File: config.mk
export PLATFORM = sky130hd
export DESIGN_NAME = picobello_dummy_tile
export DESIGN_NICKNAME = d
export VERILOG_FILES = /design/src/rtl/picobello_dummy_tile_pkg.sv /design/src/rtl/picobello_dummy_tile.sv
export SDC_FILE = /design/constraint.sdc
export NUM_CORES = 1
export LEC_CHECK = 0
export BUFFER_PORTS_ARGS = -buffer_cell sky130_fd_sc_hd__buf_2
export CAP_MARGIN = 10
export CORE_AREA = 5 5 108 110
export CTS_CLUSTER_SIZE = 40
export DETAILED_ROUTE_END_ITERATION = 6
export DIE_AREA = 0 0 113 115
export PLACE_DENSITY_LB_ADDON = 0.15
export SETUP_SLACK_MARGIN = 0.4
export SLEW_MARGIN = 20
export SYNTH_ARGS = -nofsm -noshare
export SYNTH_HDL_FRONTEND = slang
export SYNTH_SLANG_ARGS = --single-unit
File: constraint.sdc
create_clock -name clk_i -period 5.11 [get_ports clk_i]
set_clock_uncertainty 0.1 [all_clocks]
set_input_delay 1.022 -clock clk_i [delete_from_list [all_inputs] [get_ports clk_i]]
set_output_delay 1.022 -clock clk_i [all_outputs]
set_load 0.02 [all_outputs]
File: src/rtl/picobello_dummy_tile_pkg.sv
// Shared types and widths for the picobello dummy (DECERR) tile.
package picobello_dummy_tile_pkg;

    localparam int unsigned AxiAddrWidth     = 48;
    localparam int unsigned AxiDataWidth     = 64;
    localparam int unsigned AxiIdWidth       = 4;
    localparam int unsigned DummyErrCntWidth = 32;
    localparam int unsigned CoordWidth       = 4;
    localparam int unsigned RespWidth        = 2;
    localparam int unsigned LenWidth         = 8;

    localparam logic [RespWidth-1:0] RespDecErr = 2'b11;

    typedef struct packed {
        logic [CoordWidth-1:0] x;
        logic [CoordWidth-1:0] y;
    } id_t;

    typedef enum logic [1:0] {
        W_IDLE,
        W_DRAIN,
        W_RESP
    } dummy_w_state_e;

    typedef enum logic {
        R_IDLE,
        R_BURST
    } dummy_r_state_e;

endpackage

File: src/rtl/picobello_dummy_tile.sv
// AXI slave that terminates every write and read with DECERR.
// Optional error logging is enabled with `define PB_DUMMY_ERR_LOG_EN.
module picobello_dummy_tile
    import picobello_dummy_tile_pkg::*;
#(
    parameter int unsigned AddrWidth = AxiAddrWidth,
    parameter int unsigned DataWidth = AxiDataWidth,
    parameter int unsigned IdWidth   = AxiIdWidth,
    parameter int unsigned CntWidth  = DummyErrCntWidth
) (
    input  logic                 clk_i,
    input  logic                 rst_ni,
    input  id_t                  id_i,
    input  logic                 aw_valid_i,
    output logic                 aw_ready_o,
    input  logic [IdWidth-1:0]   aw_id_i,
    input  logic [AddrWidth-1:0] aw_addr_i,
    input  logic                 w_valid_i,
    output logic                 w_ready_o,
    input  logic                 w_last_i,
    output logic                 b_valid_o,
    input  logic                 b_ready_i,
    output logic [IdWidth-1:0]   b_id_o,
    output logic [RespWidth-1:0] b_resp_o,
    input  logic                 ar_valid_i,
    output logic                 ar_ready_o,
    input  logic [IdWidth-1:0]   ar_id_i,
    input  logic [AddrWidth-1:0] ar_addr_i,
    input  logic [LenWidth-1:0]  ar_len_i,
    output logic                 r_valid_o,
    input  logic                 r_ready_i,
    output logic [IdWidth-1:0]   r_id_o,
    output logic [DataWidth-1:0] r_data_o,
    output logic [RespWidth-1:0] r_resp_o,
    output logic                 r_last_o,
    output logic [CntWidth-1:0]  err_cnt_o,
    output logic [AddrWidth-1:0] err_addr_o
);

    dummy_w_state_e       w_state_q, w_state_d;
    dummy_r_state_e       r_state_q, r_state_d;
    logic                 aw_ready_q, aw_ready_d;
    logic                 w_ready_q, w_ready_d;
    logic                 b_valid_q, b_valid_d;
    logic [IdWidth-1:0]   b_id_q, b_id_d;
    logic                 ar_ready_q, ar_ready_d;
    logic                 r_valid_q, r_valid_d;
    logic                 r_last_q, r_last_d;
    logic [IdWidth-1:0]   r_id_q, r_id_d;
    logic [LenWidth-1:0]  r_cnt_q, r_cnt_d;

    logic aw_hs, w_hs, b_hs, ar_hs, r_hs;

    // Handshakes qualify on the registered ready/valid outputs the master sees.
    assign aw_hs = aw_valid_i & aw_ready_q;
    assign w_hs  = w_valid_i  & w_ready_q;
    assign b_hs  = b_valid_q  & b_ready_i;
    assign ar_hs = ar_valid_i & ar_ready_q;
    assign r_hs  = r_valid_q  & r_ready_i;

    // Write path: accept AW, swallow the W burst, return one DECERR B.
    always_comb begin
        w_state_d = w_state_q;
        b_id_d    = b_id_q;
        unique case (w_state_q)
            W_IDLE: begin
                if (aw_hs) begin
                    w_state_d = W_DRAIN;
                    b_id_d    = aw_id_i;
                end
            end
            W_DRAIN: begin
                if (w_hs && w_last_i) w_state_d = W_RESP;
            end
            W_RESP: begin
                if (b_hs) w_state_d = W_IDLE;
            end
            default: w_state_d = W_IDLE;
        endcase
        aw_ready_d = (w_state_d == W_IDLE);
        w_ready_d  = (w_state_d == W_DRAIN);
        b_valid_d  = (w_state_d == W_RESP);
    end

    // Read path: accept AR, then emit len+1 zero-data DECERR beats.
    always_comb begin
        r_state_d = r_state_q;
        r_id_d    = r_id_q;
        r_cnt_d   = r_cnt_q;
        r_last_d  = r_last_q;
        unique case (r_state_q)
            R_IDLE: begin
                if (ar_hs) begin
                    r_state_d = R_BURST;
                    r_id_d    = ar_id_i;
                    r_cnt_d   = ar_len_i;
                    r_last_d  = (ar_len_i == '0);
                end
            end
            R_BURST: begin
                if (r_hs) begin
                    if (r_cnt_q == '0) begin
                        r_state_d = R_IDLE;
                        r_last_d  = 1'b0;
                    end else begin
                        r_cnt_d  = r_cnt_q - LenWidth'(1);
                        r_last_d = (r_cnt_q == LenWidth'(1));
                    end
                end
            end
            default: r_state_d = R_IDLE;
        endcase
        ar_ready_d = (r_state_d == R_IDLE);
        r_valid_d  = (r_state_d == R_BURST);
    end

    always_ff @(posedge clk_i or negedge rst_ni) begin
        if (!rst_ni) begin
            w_state_q  <= W_IDLE;
            aw_ready_q <= 1'b0;
            w_ready_q  <= 1'b0;
            b_valid_q  <= 1'b0;
            b_id_q     <= '0;
            r_state_q  <= R_IDLE;
            ar_ready_q <= 1'b0;
            r_valid_q  <= 1'b0;
            r_last_q   <= 1'b0;
            r_id_q     <= '0;
            r_cnt_q    <= '0;
        end else begin
            w_state_q  <= w_state_d;
            aw_ready_q <= aw_ready_d;
            w_ready_q  <= w_ready_d;
            b_valid_q  <= b_valid_d;
            b_id_q     <= b_id_d;
            r_state_q  <= r_state_d;
            ar_ready_q <= ar_ready_d;
            r_valid_q  <= r_valid_d;
            r_last_q   <= r_last_d;
            r_id_q     <= r_id_d;
            r_cnt_q    <= r_cnt_d;
        end
    end

    assign aw_ready_o = aw_ready_q;
    assign w_ready_o  = w_ready_q;
    assign b_valid_o  = b_valid_q;
    assign b_id_o     = b_id_q;
    assign b_resp_o   = RespDecErr;
    assign ar_ready_o = ar_ready_q;
    assign r_valid_o  = r_valid_q;
    assign r_id_o     = r_id_q;
    assign r_data_o   = '0;
    assign r_resp_o   = RespDecErr;
    assign r_last_o   = r_last_q;

`ifdef PB_DUMMY_ERR_LOG_EN
    logic [CntWidth-1:0]  err_cnt_q, err_cnt_d;
    logic [AddrWidth-1:0] err_addr_q, err_addr_d;
    logic [CntWidth:0]    err_sum;

    // Saturating count of terminated transactions; AW address wins a tie.
    always_comb begin
        err_sum    = {1'b0, err_cnt_q} + (CntWidth+1)'(aw_hs) + (CntWidth+1)'(ar_hs);
        err_cnt_d  = err_sum[CntWidth] ? '1 : err_sum[CntWidth-1:0];
        err_addr_d = err_addr_q;
        if (ar_hs) err_addr_d = ar_addr_i;
        if (aw_hs) err_addr_d = aw_addr_i;
    end

    always_ff @(posedge clk_i or negedge rst_ni) begin
        if (!rst_ni) begin
            err_cnt_q  <= '0;
            err_addr_q <= '0;
        end else begin
            err_cnt_q  <= err_cnt_d;
            err_addr_q <= err_addr_d;
        end
    end

    assign err_cnt_o  = err_cnt_q;
    assign err_addr_o = err_addr_q;

`ifndef SYNTHESIS
    always @(posedge clk_i) begin
        if (rst_ni && aw_hs)
            $warning("dummy tile (%0d,%0d): stray write to 0x%0h", id_i.x, id_i.y, aw_addr_i);
        if (rst_ni && ar_hs)
            $warning("dummy tile (%0d,%0d): stray read from 0x%0h", id_i.x, id_i.y, ar_addr_i);
    end
`endif
`else
    logic unused_log;
    assign unused_log = ^{id_i, aw_addr_i, ar_addr_i};
    assign err_cnt_o  = '0;
    assign err_addr_o = '0;
`endif

endmodule

==> impl_metrics.toml <==
[setup_path]
worst-setup-path-type = "reg2out"
cp_data_arrival_time_ns = 1.43
required_ns = 3.99
critical_path.top_delay_family = "flip-flops"
worst-path-buf-inv = 1
max_stage_delay_ns = 0.85
worstPathMaxFanout = 25
setup.worst_path.start = "r_valid_o"
crit_slowest_cell = "dfrtp_1"
reg2reg_from = "r_valid_o"
crit_chain = "buf_2"
worstSetupStartpointType = "register"
crit_path_end_kind = "primary output"

[route]
dr.pass1.iters = 4
routed_via_density = 3.189
ant_nets = 0
dr_wl_met3_um = 801
drt_wl_total_mm = 4.364
met2_length_mm = 1.774
drt_iter0_drc = 41
avgRoutedWirePerCell_um = 9.941
wl_met1_mm = 1.788
drc = 0
num_vias = 1400
dr.max_layer_used = "met3"

[floorplanning]
start_util = 0.2201
core_sq_mm = 0.01060
dieArea_sq_mm = 0.01300
io_pins = 290
die_x_um = 113
rows = 38
die_h_um = 115

[logic_synthesis]
ys_seq_area_frac = 0.2574
postSynthCellCount = 262
synthFlopType = "dfrtp_1"
yosys.area_share.simple = 0.1158
synth-edff-count = 0
ys_types = 38
ys_warn_count = 0
synth_top_family_by_area = "buffers and inverters"
synthXorXnorAreaFrac = 0
async_reset_ff_frac = 1.000
syn_area_sq_mm = 0.002333
synth_compound_area_frac = 0.07775
synthAdderAreaFrac = 0.01609
ys_seq_elements = 24
avgSynthCellArea_sq_um = 8.906
synthMuxAreaShare = 0.04290

[sta]
fmax_mhz = 392.3
worst_pin_slew_ns = 0.7769
timing.hold.ws_ns = 0.4054
period_share = 0.4989
rsz0062_at_grt = "no"
hold_violations = 0
slew_headroom = 0.4821
drv_slew = 0
setup-violations-final = 0
setup_tns_ns = 0
post-route-min-period_ns = 2.549

[clocking]
cts_tree = "yes"
cts_resized = 0
cts_sinks = 24
clk_pin_slew_worst_paths_ns = 0.09
post_cts_buffers = 0
cts.htree.levels = 1
postCtsHoldBufs = 0
cts_buffers = 3
root_buffer = "clkbuf_8"
clock_latency_ns = 0.27
clockBufferDepth = 2

[status]
status = "finished clean"

[power]
powerDensity_mw_per_mm2 = 485.9
finalPower_uw = 1065
leakage_uw = 0.001191
ir_drop_mv = 0.2061

[global_routing]
grt_max_degree = 26
grt_pass1_vias = 1147
grt_use_total = 0.05446
grt-ovfl-total = 0
antenna_found_initial = 0
grt_pass1_wl_mm = 5.789

[final_layout]
fin_nets = 430
layout-drive-gt1-share = 0.2013
layout_commonest_cell = "conb_1"
area_growth_pct = -6.113
final_cells = 439
mostFrequentLayoutCells = "conb_1 (148), buf_2 (37), dfrtp_1 (24)"

[placement]
place_hpwl_mm = 3.642
io_buffers = 37
dp_cells = 434
gp_congestion = 0.6771

[worst_hold_path]
hold_class = "reg2reg"
hold_start = "r_id_o[2]"

[job]
maxCapViolations = 0
kinds of logic after synthesis:
logic type,count (synthesis)
AOI/OAI and AO/OA,26
adders and majority gates,3
and+or+nand+nor,44
DFF,24
buffers and inverters,154
muxes,9
other,2
registers in the layout, summed over array words and instances, names as in the netlist, 2 cells and up:
name       cells
w_state_q      2
r_id_o         4
b_id_o         4
r_cnt_q        8
synthesized netlist by cell type, types with 2 or more instances:
master,number,share of area
o22ai_1,2,0.0054
o22a_1,2,0.0075
buf_4,148,0.48
ha_1,3,0.016
nor3_2,2,0.0086
buf_2,2,0.0043
a21oi_1,6,0.013
conb_1,2,0.0032
nand3_1,3,0.0064
nor2_1,10,0.016
a31o_2,2,0.0075
o21ai_1,3,0.0064
dfrtp_1,24,0.26
nor3_1,2,0.0043
nor3b_1,2,0.0064
inv_1,3,0.0048
o21ai_0,2,0.0043
a31oi_1,4,0.011
mux2_2,8,0.039
nand2_1,13,0.021
nand2b_1,2,0.0054
metrics by stage:
stage | worst slack, ns | area [sq um] | utilization
floorplan | 3.155 | 2882 | -
global placement | 2.849 | 2117 | 0.1997
detailed placement | 2.853 | 2117 | 0.1997
CTS | 2.540 | 2188 | 0.2064
global route | 2.442 | 2188 | 0.2064
finish | 2.561 | 2191 | 0.2066
layout make-up:
type,instances,area [sq um]
Inverter,3,11.26
Sequential cell,24,600.6
Clock buffer,3,41.29
Timing Repair Buffer,37,185.2
Multi-Input combinational cell,230,1145
Tap cell,140,175.2
Antenna cell,1,2.502
Clock inverter,1,30.03
Fill cell,1177,8412
where the power goes:
part           switching, uW  internal, uW
clock                   66.0           105
combinational            323           177
sequential               114           280
final timing paths:
kind / endpoint / slack (ns) / cells past startpoint
min reg2reg: r_id_o[2] / 0.41 / 1
max in group asynchronous: r_cnt_q[4] / 3.90 / 1
max reg2reg: r_cnt_q[7] / 2.94 / 4
max: r_valid_o / 2.56 / 1
min in group asynchronous: aw_ready_o / 0.63 / 1
min: r_id_o[2] / 0.41 / 1
routing by layer:
layer,vias up,global-route usage
met5,-,0
met4,0,0.004808
met3,0,0.02842
met2,121,0.07662
met1,641,0.07690
li1,638,-
Note: power is estimated with default switching activity, not from simulation.
